## src/rtl/operand_fetch.sv

```systemverilog
// operand_fetch: register-file read and operand select, ahead of the ALU.
//
// It reads the rs1 and rs2 registers, with bypass from the writeback port
// in the same cycle. It picks operand B from the immediate or from rs2, and
// captures the result in a one-entry valid/ready output register.
//
// Ports
//   clk, rst_n                 clock, asynchronous active-low reset
//   in_valid / in_ready        handshake from decode
//   in_rs1, in_rs2             source register addresses
//   in_imm, in_use_imm         immediate and operand-B select
//   in_op, in_rd               opcode and destination, passed through
//   wb_en, wb_addr, wb_data    register-file write port
//   out_valid / out_ready      handshake toward the ALU
//   out_a, out_b, out_op, out_rd  registered operand bundle
module operand_fetch #(
  parameter int WIDTH = 32,
  parameter int NREGS = 32
) (
  input  logic             clk,
  input  logic             rst_n,
  input  logic             in_valid,
  output logic             in_ready,
  input  logic [4:0]       in_rs1,
  input  logic [4:0]       in_rs2,
  input  logic [WIDTH-1:0] in_imm,
  input  logic             in_use_imm,
  input  logic [2:0]       in_op,
  input  logic [4:0]       in_rd,
  input  logic             wb_en,
  input  logic [4:0]       wb_addr,
  input  logic [WIDTH-1:0] wb_data,
  output logic             out_valid,
  input  logic             out_ready,
  output logic [WIDTH-1:0] out_a,
  output logic [WIDTH-1:0] out_b,
  output logic [2:0]       out_op,
  output logic [4:0]       out_rd
);

  typedef enum logic {
    ST_EMPTY = 1'b0,
    ST_FULL  = 1'b1
  } state_t;

  state_t           state_r;
  state_t           state_nxt_s;
  logic [WIDTH-1:0] regs_r [NREGS];
  logic [WIDTH-1:0] rs1_val_s;
  logic [WIDTH-1:0] rs2_val_s;
  logic [WIDTH-1:0] opb_s;
  logic             wr_en_s;
  logic             accept_s;

  // Register 0 is never written, so its flops stay at their reset value of 0.
  assign wr_en_s  = wb_en && (wb_addr != 5'd0);
  assign in_ready = (state_r == ST_EMPTY) || out_ready;
  assign accept_s = in_valid && in_ready;
  assign out_valid = (state_r == ST_FULL);

  // Register-file reads, with bypass of a same-cycle writeback.
  always_comb begin
    rs1_val_s = '0;
    rs2_val_s = '0;
    if (in_rs1 == 5'd0) begin
      rs1_val_s = '0;
    end else if (wb_en && (wb_addr == in_rs1)) begin
      rs1_val_s = wb_data;
    end else if (32'(in_rs1) < NREGS) begin
      rs1_val_s = regs_r[in_rs1];
    end else begin
      rs1_val_s = '0;
    end
    if (in_rs2 == 5'd0) begin
      rs2_val_s = '0;
    end else if (wb_en && (wb_addr == in_rs2)) begin
      rs2_val_s = wb_data;
    end else if (32'(in_rs2) < NREGS) begin
      rs2_val_s = regs_r[in_rs2];
    end else begin
      rs2_val_s = '0;
    end
    if (in_use_imm) begin
      opb_s = in_imm;
    end else begin
      opb_s = rs2_val_s;
    end
  end

  // Register-file storage. Writeback runs every cycle, whatever the
  // handshake state is.
  always_ff @(posedge clk or negedge rst_n) begin
    if (!rst_n) begin
      for (int i = 0; i < NREGS; i++) begin
        regs_r[i] <= '0;
      end
    end else if (wr_en_s && (32'(wb_addr) < NREGS)) begin
      regs_r[wb_addr] <= wb_data;
    end
  end

  // Next state of the output stage. A simultaneous drain and accept keeps
  // the stage FULL.
  always_comb begin
    state_nxt_s = state_r;
    case (state_r)
      ST_EMPTY: begin
        if (accept_s) begin
          state_nxt_s = ST_FULL;
        end else begin
          state_nxt_s = ST_EMPTY;
        end
      end
      ST_FULL: begin
        if (accept_s) begin
          state_nxt_s = ST_FULL;
        end else if (out_ready) begin
          state_nxt_s = ST_EMPTY;
        end else begin
          state_nxt_s = ST_FULL;
        end
      end
      default: state_nxt_s = ST_EMPTY;
    endcase
  end

  // Output-stage state register.
  always_ff @(posedge clk or negedge rst_n) begin
    if (!rst_n) begin
      state_r <= ST_EMPTY;
    end else begin
      state_r <= state_nxt_s;
    end
  end

  // Operand bundle. Operands are captured only at accept and held
  // otherwise, so later writebacks do not disturb a stalled bundle.
  always_ff @(posedge clk or negedge rst_n) begin
    if (!rst_n) begin
      out_a  <= '0;
      out_b  <= '0;
      out_op <= 3'd0;
      out_rd <= 5'd0;
    end else if (accept_s) begin
      out_a  <= rs1_val_s;
      out_b  <= opb_s;
      out_op <= in_op;
      out_rd <= in_rd;
    end
  end

endmodule

```

## config.mk

```make
export PLATFORM = sky130hd
export DESIGN_NAME = operand_fetch
export DESIGN_NICKNAME = d
export VERILOG_FILES = /design/src/rtl/operand_fetch.sv
export SDC_FILE = /design/constraint.sdc
export NUM_CORES = 2
export LEC_CHECK = 0
export CAP_MARGIN = 20
export CORE_MARGIN = 5
export CORE_UTILIZATION = 60
export DETAILED_ROUTE_END_ITERATION = 8
export PLACE_DENSITY = 0.81
export SYNTH_ARGS = -nofsm -noshare
export SYNTH_HDL_FRONTEND = slang
export SYNTH_SLANG_ARGS = --single-unit
```

## constraint.sdc

```tcl
create_clock -name clk -period 2.55 [get_ports clk]
set_input_delay 0.51 -clock clk [delete_from_list [all_inputs] [get_ports clk]]
set_output_delay 0.51 -clock clk [all_outputs]
set_load 0.02 [all_outputs]
```

Word level (Yosys, flattened, before mapping). Index checks and enable logic that the tools add are counted.

Logic and storage cells: 74. Output and inout bits: 74. Register bits: 1097.

Equality and inequality tests: 2. $lt $le $gt $ge: 4. Multiplexer cells: 18. Reduce and logical (&&, ||, !) cells: 9. Bitwise gates (word level): 4.

Operators by type and width (number): $bwmux 1024 (1); $bmux 32 s5 (2); $mux 32 (10); $demux 32 s5 (1); $ge 6x6->1 const B (3); $not 5->6 (3); $eq 5x5->1 (2); $logic_not 5->1 (2); $lt 6x1->1 const B (1); $logic_and 1x1->1 (5); $reduce_bool 5->1 (1); $mux 1 (3); $pmux 1 s2 (1); $logic_or 1x1->1 (1); $not 1->1 (1).

Longest topological paths before layout.
Depth in word-level cells: 7. Depth in mapped cells: 9. Depth with buffers taken out: 5.

Worst setup path after synthesis. OpenSTA, ideal clock, no wires.

Path type: input-to-reg. Start: in in_rs1[2]. End: reg out_a[31]. Slack: -0.040 ns. Path buffers: 3. Stages on the path: 8. Data arrival time: 2.464 ns. Required time: 2.424 ns. Cell sequence: clkbuf_1 clkbuf_1 clkbuf_1 mux4_2 mux4_2 inv_2 o22ai_1 a221o_1.

Cells in the longest elaborated chain, start to end: 6. Elaborated cells on any way between the ends: 9. Those cells by class: eq/ne (1); mux (5); bitwise (1); reduce/logical (2).

Ends and longest elaborated chain: start: declaration (line 24) `input logic [4:0] in_rs1,`; $not 5->6 (not written as such) (line 70) `rs1_val_s = regs_r[in_rs1];`; $bmux 32 s5 (line 70); $mux 32 (not written as such) (2 in a row) (line 70); $mux 32 (line 67) `end else if (wb_en && (wb_addr == in_rs1)) begin`; $mux 32 (*) (line 65) `if (in_rs1 == 5'd0) begin`; end signal: assignment (line 145) `out_a <= rs1_val_s;`; end: declaration (line 35) `output logic [WIDTH-1:0] out_a,`.

Every way passes the cells marked *; elsewhere a longest branch is shown, timed or not. The select of a mux whose other input is x is not followed. A chain may end at the register's enable or synchronous reset.

Worst setup path after layout.
Start: reg state_r (netlist: out_valid). End: out in_ready.

Cells in the longest elaborated chain, start to end: 2.

Ends and longest elaborated chain: start: declaration (line 46) `state_t state_r;`; start signal: assignment (line 132) `state_r <= state_nxt_s;`; $not 1->1; $logic_or 1x1->1 (line 57) `assign in_ready = (state_r == ST_EMPTY) || out_ready;`; end: declaration (line 23) `output logic in_ready,`.

Every way passes these cells.

==> impl_metrics.csv <==
group,metric,value,unit
setup_path,r2r_slack,0.48,ns
sta,fin_crit_sh,98.3,%
floorplanning,row_count,113,
route,wirelength,173000,um
setup_path,cp_top_family,"buffers and inverters",
clocking,cts_tree,"done",
final_layout,layout.nets,4099,
logic_synthesis,synth.area.mux_share,41.5,%
logic_synthesis,synth.top_cell.area_share,47.8,%
setup_path,r2r-end,"out_b[6]",
sta,slew_headroom,45.1,%
placement,gp_congestion,0.877,
route,drcViolationCount,0,
clocking,cts_resized,0,
final_layout,drive_above_1_share,47.8,%
global_routing,first_global_vias,40538,
route,wl_per_cell,32.2,um
logic_synthesis,yosysTopAreaCell,"dfrtp_1",
logic_synthesis,netlist_area,57400,um^2
placement,dp_cells,5155,
sta,hold_violations,0,
flow_run,maxCapViolCount,0,
route,via_count,38932,
logic_synthesis,seq_area_frac_synth,47.8,%
global_routing,antenna_found_initial,0,
logic_synthesis,synth_compound_area_share,6.03,%
power_and_ir_drop,ir_drop,0.559,mV
sta,fin_crit,2.51,ns
final_layout,area.growth.synth_to_final,16.5,%
clocking,clk_latency,0.71,ns
logic_synthesis,synth_seq_cells,1097,
placement,dp_hpwl,107000,um
logic_synthesis,synth_ff_type,"dfrtp_1",
sta,rsz0062_at_grt,"false",
final_layout,fin_cells,5361,
clocking,cts_buffers,113,
setup_path,worstPathRequired,2.04,ns
route,ant_nets,0,
logic_synthesis,syn_nets,3946,
sta,worst_slew_pin_slew,0.823,ns
worst_hold_path,hp-class,"primary input to async pin",
global_routing,grt_use_total,33.6,%
floorplanning,io_pins,167,
setup_path,worstRegToRegCells,6,
logic_synthesis,synthTopCellsByArea,"dfrtp_1 48%, mux2_2 19%, mux4_2 18%",
route,drtIter0Drc,4476,
logic_synthesis,ys_warn_count,0,
floorplanning,dieArea,102000,um^2
floorplanning,start_util,60.4,%
clocking,cts_sinks,1097,
setup_path,critPathBufInv,1,
floorplanning,fp.dieW,319,um
sta,whs,0.260,ns
sta,drv_slew,0,
logic_synthesis,synth_edf_count,0,
global_routing,grt_start_max_net_pins,119,
logic_synthesis,avgSynthCellArea,14.9,um^2
setup_path,regToRegStartpoint,"out_valid",
setup_path,slowest_delay,0.67,ns
setup_path,crit_fanout,4,
logic_synthesis,netlist_instances,3853,
setup_path,critPathCaptureType,"output pin",
sta,setup_viol,0,
placement,io_buffers,166,
setup_path,critPathLaunchType,"flip-flop",
setup_path,cp_cell_sequence,"nand2b_1 -> clkdlybuf4s50_1",
power_and_ir_drop,power_per_cell_area,767,nW/um^2
sta,fmax,399,MHz
route,first_pass_iters,6,
logic_synthesis,synthAdderAreaFrac,0,%
sta,fin_skew,0.0183,ns
setup_path,critical-path-slowest-cell,"clkdlybuf4s50_1",
power_and_ir_drop,p_leak,0.0289,uW
global_routing,overflow,0,
final_layout,num_antenna_cells,0,
route,viasPerCell,7.26,
logic_synthesis,synthXorXnorAreaFrac,0.153,%
setup_path,worst-path-stages,2,
clocking,max-clock-path-buffers,3,
outcome,status,"finished clean",
logic_synthesis,synth_common_cells,"1097 x dfrtp_1, 965 x mux2_2, 448 x mux4_2",
final_layout,fin_util,70.4,%
clocking,clk_pin_slew,0.06,ns
sta,fin_ws,0.0435,ns
clocking,cts_root_buf,"clkbuf_16",
logic_synthesis,async_reset_ff_share,100,%
floorplanning,dieHeight,319,um
logic_synthesis,synth_cell_type_count,40,
clocking,htree_num_levels,3,
global_routing,grt_pass1_wl,260000,um
floorplanning,core-area,95000,um^2
setup_path,worstSetupPathType,"flip-flop to output pin",
logic_synthesis,synth-simple-area-share,0.698,%
setup_path,worstPathArrival,2.00,ns
clocking,cts_setup_buffers,0,
logic_synthesis,synth_most_common_cell,"dfrtp_1",
placement,dpl_worst_slack,-0.351,ns
power_and_ir_drop,power,51300,uW
logic_synthesis,synth_top_family_by_area,"multiplexers",
==> cell families after synthesis <==
family                    count (synthesis)
muxes                                  1696
DFF                                    1097
and+or+nand+nor                          87
AOI/OAI and AO/OA                       456
xor gates and xnor gates                 10
buffers and inverters                   507
==> where the power goes <==
part	switching [uW]	internal, uW	total [uW]
registers	2690	20700	23400
clock network	7120	9700	16800
logic	4470	6540	11000
total	14300	37000	51300
==> area by class of cell <==
type                            instances  area [um^2]
Clock inverter                         36          384
Inverter                               67          254
Clock buffer                          169         3370
Fill cell                            6033        28200
Sequential cell                      1097        27500
Timing Repair Buffer                  478         5830
Tap cell                             1265         1580
Multi-Input combinational cell       2249        28000
==> state kept, by name, indices dropped and copies added (netlist names) <==
signal     flops
out_valid      1
regs_r      1024
out_b         32
out_op         3
out_rd         5
out_a         32
==> worst register-to-register path, delay by kind of cell (launching register included) <==
family          cells  cell delay (ns)
compound gates      2             0.88
buf+inv             2             0.39
flops               1             0.38
simple gates        2             0.31
==> per-stage QoR <==
| stage | cell area [um^2] | TNS [ns] |
|---|---|---|
| after floorplan | 57400 | -0.648 |
| after global placement | 63100 | -59.87 |
| after detailed placement | 63100 | -84.81 |
| after CTS | 66800 | 0 |
| after global routing | 66800 | 0 |
| final | 66800 | 0 |
==> worst max-delay path by stage <==
stage,from,to,slack (ns)
6_report,out_valid,in_ready,0.04
3_5_place_dp,wb_addr[0],out_a[7],-0.35
2_1_floorplan,in_rs1[2],out_a[10],-0.02
5_1_grt,out_valid,in_ready,0.01
3_3_place_gp,wb_addr[0],out_a[30],-0.31
4_1_cts,out_valid,in_ready,0.04
==> routing by layer <==
layer  up-vias  global-route usage (%)  routed length (um)
met5         -                       0                   0
met4         0                    14.1                8070
met3       486                    9.01               19100
met2      2426                    51.6               80200
met1     20686                    46.2               65500
li1      15334                       -                   -
==> layout by cell type (no fill, tap or decap), drive strengths merged <==
cell type         n
or2               1
o2111ai           1
mux2i           256
and3              1
or3b              1
a221oi          128
dlygate4sd3       1
a21oi            65
dfrtp          1097
nor2             18
nor2b             1
clkinv           86
and2              2
o32a             32
a21o              1
clkbuf          169
or4               1
mux4            448
o211ai            3
buf             321
nand3b            4
clkdlybuf4s50   156
nor3b             4
mux2            992
xnor2            10
a221o            64
bufinv            6
o21ai            65
nand4             2
a22oi            64
clkinvlp          2
nor3              4
nand2            43
o21bai            1
and3b             1
o22ai            32
nand3             2
nand2b            2
inv               9
==> repair_timing <==
action,CTS,global route
endpoints found under the hold margin,80,0
hold buffers,1,0
endpoints found under the setup margin,0,0
(Power assumes the default switching activity.)
